## src/rtl/boot_loader.sv

```systemverilog
// Copies WORDS bootrom words into main memory at DEST_BASE, holding the CPU in reset
// until the copy completes; a memory write that is not accepted within TIMEOUT cycles aborts.
module boot_loader #(
    parameter int unsigned  WORDS     = 8,
    parameter logic [11:0]  DEST_BASE = 12'h000,
    parameter int unsigned  TIMEOUT   = 15
) (
    input  logic        clk,
    input  logic        rst_n,
    input  logic        reboot,
    output logic        rom_cs,
    output logic        rom_we,
    output logic [3:0]  rom_addr,
    input  logic [15:0] rom_dout,
    output logic        mem_cs,
    output logic        mem_we,
    output logic [11:0] mem_addr,
    output logic [15:0] mem_din,
    input  logic        mem_ready,
    output logic        cpu_rst_n,
    output logic        busy,
    output logic        done,
    output logic        err
);

    typedef enum logic [2:0] {IDLE, ROM_RD, MEM_WR, NEXT, DONE, ERR} state_t;

    localparam logic [3:0] LAST_IDX  = 4'(WORDS - 1);
    localparam logic [3:0] LAST_WAIT = 4'(TIMEOUT - 1);

    state_t     state;
    logic [3:0] index;
    logic [3:0] wait_cnt;
    logic       start;

    assign rom_we = 1'b0;

    always_comb begin
        start = (state == IDLE) || (((state == DONE) || (state == ERR)) && reboot);
    end

    // mem_din doubles as the captured-data register
    always_ff @(posedge clk or negedge rst_n) begin
        if (!rst_n) begin
            state     <= IDLE;
            index     <= '0;
            wait_cnt  <= '0;
            rom_cs    <= 1'b0;
            rom_addr  <= '0;
            mem_cs    <= 1'b0;
            mem_we    <= 1'b0;
            mem_addr  <= '0;
            mem_din   <= '0;
            cpu_rst_n <= 1'b0;
            busy      <= 1'b0;
            done      <= 1'b0;
            err       <= 1'b0;
        end else if (start) begin
            state     <= ROM_RD;
            index     <= '0;
            wait_cnt  <= '0;
            rom_cs    <= 1'b1;
            rom_addr  <= '0;
            cpu_rst_n <= 1'b0;
            busy      <= 1'b1;
            done      <= 1'b0;
            err       <= 1'b0;
        end else begin
            case (state)
                ROM_RD: begin
                    state    <= MEM_WR;
                    rom_cs   <= 1'b0;
                    mem_din  <= rom_dout;
                    mem_addr <= DEST_BASE + {8'h00, index};
                    mem_cs   <= 1'b1;
                    mem_we   <= 1'b1;
                    wait_cnt <= '0;
                end
                MEM_WR: begin
                    if (mem_ready) begin
                        state    <= NEXT;
                        wait_cnt <= '0;
                        mem_cs   <= 1'b0;
                        mem_we   <= 1'b0;
                    end else begin
                        wait_cnt <= wait_cnt + 4'd1;
                        if (wait_cnt == LAST_WAIT) begin
                            state  <= ERR;
                            mem_cs <= 1'b0;
                            mem_we <= 1'b0;
                            busy   <= 1'b0;
                            err    <= 1'b1;
                        end
                    end
                end
                NEXT: begin
                    if (index == LAST_IDX) begin
                        state     <= DONE;
                        busy      <= 1'b0;
                        done      <= 1'b1;
                        cpu_rst_n <= 1'b1;
                    end else begin
                        state    <= ROM_RD;
                        index    <= index + 4'd1;
                        rom_addr <= index + 4'd1;
                        rom_cs   <= 1'b1;
                    end
                end
                default: state <= state;
            endcase
        end
    end

endmodule
```

## config.mk

```make
export PLATFORM = sky130hd
export DESIGN_NAME = boot_loader
export DESIGN_NICKNAME = d
export VERILOG_FILES = /design/src/rtl/boot_loader.sv
export SDC_FILE = /design/constraint.sdc
export NUM_CORES = 1
export LEC_CHECK = 0
export ABC_AREA = 1
export CAP_MARGIN = 20
export CORE_ASPECT_RATIO = 0.7
export CORE_MARGIN = 2
export CORE_UTILIZATION = 48
export DETAILED_ROUTE_END_ITERATION = 8
export PLACE_DENSITY_LB_ADDON = 0.1
export SKIP_CTS_REPAIR_TIMING = 1
export SYNTH_ARGS = -nofsm -noshare
export SYNTH_HDL_FRONTEND = slang
export SYNTH_SLANG_ARGS = --single-unit
```

## constraint.sdc

```tcl
create_clock -name clk -period 2.6 [get_ports clk]
set_clock_uncertainty 0.2 [all_clocks]
set_input_delay 0.52 -clock clk [delete_from_list [all_inputs] [get_ports clk]]
set_output_delay 0.52 -clock clk [all_outputs]
set_load 0.005 [all_outputs]
```

==> results of run 1 <==
## registers in the layout, indices dropped and copies added, names as in the netlist, 3 cells and up
register  cells
state         3
mem_addr      4
wait_cnt      4
mem_din      16
index         4
## cell type report
class                           instances  area share
Timing Repair Buffer                   52       0.224
Multi-Input combinational cell        135       0.286
Inverter                               17      0.0280
Sequential cell                        36       0.395
Tap cell                               50      0.0274
Clock buffer                            8      0.0395
## worst paths after layout
| path | to | slack [ps] | cells past startpoint |
|---|---|---|---|
| max in group asynchronous | state[1]$_DFFE_PN0P_ | 1590 | 1 |
| hold reg to reg | mem_din[9]$_DFFE_PN0P_ | 270 | 2 |
| hold / removal | index[3]$_DFFE_PN0P_ | 120 | 1 |
| setup / recovery | rom_addr[2] | 620 | 1 |
| setup reg to reg | index[0]$_DFFE_PN0P_ | 1020 | 7 |
| min in group clk | mem_din[9]$_DFFE_PN0P_ | 270 | 2 |
## per-layer routing
| metal | vias to the layer above | track usage | part of all wire |
|---|---|---|---|
| met4 | 0 | 0.0760 | 0.012 |
| met2 | 45 | 0.274 | 0.42 |
| met3 | 7 | 0.0599 | 0.069 |
| li1 | 705 | - | - |
| met1 | 621 | 0.284 | 0.50 |
| met5 | - | 0 | 0 |
## cell families after synthesis
| kind of cell | share of synthesized area |
|---|---|
| AOI/OAI and AO/OA | 0.0542 |
| xor gates and xnor gates | 0.0205 |
| adders and majority gates | 0.0220 |
| buffers and inverters | 0.108 |
| DFF | 0.527 |
| other | 0.00219 |
| and+or+nand+nor | 0.266 |
## layout by cell type (no fill, tap or decap), types with 3 or more instances in the layout
cell type	Yosys	final
nand3_1	26	26
nand2_1	63	63
clkbuf_8	0	6
clkdlybuf4s50_1	0	49
o21ai_1	3	3
conb_1	1	9
ha_1	3	3
inv_2	4	4
dfrtp_1	36	36
inv_1	13	13
o21ai_0	8	8
nor2_1	5	5
nand2_2	3	3
## power by group
group | switching, mW | internal (mW)
logic | 0.577 | 0.527
registers | 0.136 | 0.762
clock network | 0.182 | 0.216
total | 0.895 | 1.51
## through the flow
stage	instance area, um2	hold slack (ps)
finish	2280	118
global route	2280	177
CTS	2280	147
detailed placement	2190	258
global placement	2190	254
floorplan	1740	24.4
## cells in the mapped netlist
| master | instances |
|---|---|
| buf_6 | 2 |
| nor2_4 | 2 |
| nand2_1 | 63 |
| nand3_2 | 1 |
| o211ai_1 | 2 |
| xnor2_1 | 2 |
| a21oi_1 | 2 |
| nand4_1 | 1 |
| nand2_2 | 3 |
| buf_4 | 12 |
| o21ai_1 | 3 |
| nand2_4 | 1 |
| inv_2 | 4 |
| conb_1 | 1 |
| o22ai_1 | 2 |
| nor2_1 | 5 |
| ha_1 | 3 |
| xor2_1 | 2 |
| inv_1 | 13 |
| dfrtp_1 | 36 |
| o21ai_0 | 8 |
| nand3_1 | 26 |
| buf_2 | 1 |
| clkbuf_1 | 1 |
==> out/results.txt, run 1 <==
Crit path required time -> 1880 ps
Critical Path Fanout Max -> 5
# fillers -> 316
fin util -> 0.658
layout cells sized above 1 -> 0.0806
Slew @ Worst Pin -> 781 ps
Crit path largest cell delay -> 540 ps
final std cells w/o fill -> 298
worst path cell trace -> clkdlybuf4s50_1
storage element area -> 901 um2
vias in the first global route -> 1225
DR WL/cell -> 12.0 um
Core ar. -> 3470 um2
startpoint types -> register
Area growth, synth to finish -> 33.5%
clk_lat worst skew -> 280 ps
RSZ-0062 raised after global routing -> no
Detail Route Antenna Nets -> 0
vias per cell -> 4.62
Max-cap violations -> 0
Iter 0 DRT Violations -> 81
Final period util -> 0.761
top-area cell type share of the netlist area -> 0.527
antenna violations before repair -> 0
final-stage net count -> 270
Post-Route Setup TNS -> 0 ps
reg2reg start -> index[0]$_DFFE_PN0P_
Setup WS pre-CTS -> 689 ps
detailed-route via count -> 1378
FMAX -> 505 MHz
CTS tree -> yes
HPWL Detailed -> 2520 um
Area contributors post-synth -> dfrtp_1 53%, nand2_1 14%, nand3_1 7.6%
CTS Buf Count -> 5
total grt overflow -> 0
Die W -> 75.3 um
Post-Syn Instances -> 196
Ports -> 60
pwr dens -> 1050 nW/um2
critical path startpoint -> index[2]$_DFFE_PN0P_
Syn Area/Cell -> 8.72 um2
global-route usage over all layers -> 0.196
Period minus WS final -> 1980 ps
# placed instances -> 290
die height -> 53.9 um
CTS Buffer Depth -> 2
H-tree levels -> 2
cell taking the most area after synthesis -> dfrtp_1
post-synthesis sequential area ratio -> 0.527
final WL -> 3570 um
clock-pin slew on the worst setup and hold paths -> 60 ps
setup ws final -> 620 ps
multi-input logic area -> 653 um2
Slew Viols, Final -> 0
drt pass-1 iters -> 4
Root Buffer -> clkbuf_8
Antenna Diode Count -> 0
starting density of the core -> 0.493
delay-heaviest family, CP -> buffers and inverters
status -> finished, final reports clean
WP data arrival -> 1260 ps
mapped cell area -> 1710 um2
CP Buf/Inv Count -> 1
pin count of the biggest net entering global routing -> 37
Yosys cell types -> 24
Sink Count -> 36
CP max-delay cell -> clkdlybuf4s50_1
final number of setup-violating endpoints -> 0
Synth Warn # -> 0
CP Capture Type -> output pin
Leak -> 1.12 nW
first-pass GRT wire length -> 5750 um
Rel. slew slack -> 0.479
Die Footprint -> 4060 um2
GP Congestion -> 0.840
Setup CP Type -> register to output pin
DRC violations left -> 0
register bit total from synthesis -> 36
total power -> 2.40 mW
Fin. Hold Viols -> 0
FP Rows -> 18
maximum VDD drop -> 568 uV
port bufs -> 50
worst hold path type -> input pin to asynchronous set/reset pin
No activity file was read; power rests on OpenSTA's default activity.
==> inputs of run 2 (changes only) <==
- CORE_UTILIZATION: 48 -> 44
- clock period: 2.6 -> 1.95 ns (I/O delays scaled with it)
==> run 2 against run 1 <==
  * Total power is 34% higher
  * Register-to-register slack lost 690 ps
  * Final area rose by 1.1%
  * Combinational power grew 33%
  * Worst hold slack better by 150 ps
  * Die area grew 8.5%
  * Clock power grew 34%
  * Critical path depth did not move
  * Critical endpoint is now rom_addr[0]
==> out/results.txt, run 2 (same netlist as run 1, synthesis figures left out) <==
status -> finished, final reports clean
Area growth, synth to finish -> 34.9%
CP Capture Type -> output pin
Top reg by flops -> mem_din
Detail Route Antenna Nets -> 0
Die Footprint -> 4410 um2
maximum VDD drop -> 614 uV
Max-cap violations -> 0
final number of setup-violating endpoints -> 0
Design Area, Final -> 2310 um2
Setup CP Type -> register to output pin
vias in the first global route -> 1318
Root Buffer -> clkbuf_8
final-stage net count -> 273
delay-heaviest family, CP -> buffers and inverters
clock-pin slew on the worst setup and hold paths -> 70 ps
global-route usage over all layers -> 0.181
Iter 0 DRT Violations -> 71
total grt overflow -> 0
CP max-delay cell -> clkdlybuf4s50_1
Rel. slew slack -> 0.646
drt pass-1 iters -> 4
DR WL/cell -> 12.0 um
# placed instances -> 292
Sink Count -> 36
Ports -> 60
max reg flops -> 16
most common cell after layout, fill and taps aside -> nand2_1
worst path cell trace -> clkdlybuf4s50_1
first-pass GRT wire length -> 6200 um
FMAX -> 538 MHz
worst hold slack -> 271 ps
CTS tree -> yes
Placed Area -> 2210 um2
GP Congestion -> 0.814
worst hold path type -> register to register
pin count of the biggest net entering global routing -> 26
CTS Buffer Depth -> 2
Period minus WS final -> 1860 ps
Slew Viols, Final -> 0
final WL -> 3610 um
Post-Route Setup TNS -> 0 ps
pwr dens -> 1390 nW/um2
RSZ-0062 raised after global routing -> no
fin util -> 0.636
Fin. Hold Viols -> 0
final std cells w/o fill -> 301
port bufs -> 50
Antenna Diode Count -> 0
CP Buf/Inv Count -> 1
Crit path largest cell delay -> 540 ps
detailed-route via count -> 1418
starting density of the core -> 0.471
WP data arrival -> 1270 ps
Crit path required time -> 1360 ps
FP Rows -> 18
Slew @ Worst Pin -> 531 ps
antenna violations before repair -> 0
clk_lat worst skew -> 280 ps
Die W -> 78.5 um
layout cells sized above 1 -> 0.0876
die height -> 56.1 um
DRC violations left -> 0
Final period util -> 0.953
HPWL Detailed -> 2700 um
vias per cell -> 4.71
CTS Buf Count -> 5
startpoint types -> register
commonest cells after routing, fill and taps aside -> 63 x nand2_1, 49 x clkdlybuf4s50_1, 36 x dfrtp_1, 26 x nand3_1, 13 x inv_1
H-tree levels -> 2
Leak -> 1.14 nW
Core ar. -> 3630 um2
Critical Path Fanout Max -> 6
-- run 2: cell types whose count changed in the layout (fill, tap and decap cells not counted) --
cell,delta
buf_4,+2
dlygate4sd3_1,+1
-- run 2: final cells by class --
cell class / count / area (um2)
well taps: 50 / 62.6
multi-input cells: 135 / 653
repair buffers: 55 / 536
flip-flops and latches: 36 / 901
clock buffers: 8 / 90.1
fillers: 336 / 1320
inverters: 17 / 63.8
-- run 2: path summary, 6_finish.rpt --
check | from | to | slack, ps | depth (start not counted)
max in group asynchronous | rst_n | mem_din[12]$_DFFE_PN0P_ | 620 | 3
max reg2reg | index[0]$_DFFE_PN0P_ | index[0]$_DFFE_PN0P_ | 330 | 7
min reg2reg | mem_din[12]$_DFFE_PN0P_ | mem_din[12]$_DFFE_PN0P_ | 270 | 2
min | mem_din[12]$_DFFE_PN0P_ | mem_din[12]$_DFFE_PN0P_ | 270 | 2
max | index[0]$_DFFE_PN0P_ | rom_addr[0] | 90 | 1
min in group asynchronous | rst_n | index[1]$_DFFE_PN0P_ | 410 | 2
-- run 2: per-layer routing --
layer / up-vias / wire length, um / track usage
met2: 56 / 1530 / 0.260
met5: - / 0 / 0
met4: 0 / 17 / 0.0376
met3: 2 / 255 / 0.0617
met1: 653 / 1810 / 0.264
li1: 707 / - / -
-- run 2: metrics by stage --
stage          power (mW)  setup slack, ps
6_report             3.21             92.4
3_5_place_dp         2.70              164
4_1_cts              3.24             84.6
2_1_floorplan        2.04              514
3_3_place_gp         2.67              215
5_1_grt              3.50             22.2
-- run 2: where the power goes --
| part | internal, mW | switching, mW |
|---|---|---|
| clock | 0.288 | 0.246 |
| combinational | 0.706 | 0.759 |
| sequential | 1.02 | 0.194 |
==> inputs of run 3 (changes only) <==
- HOLD_SLACK_MARGIN: not set -> 0.06
==> results of run 3 <==
No change in the layout: final DEF, timing and power equal those of run 2.
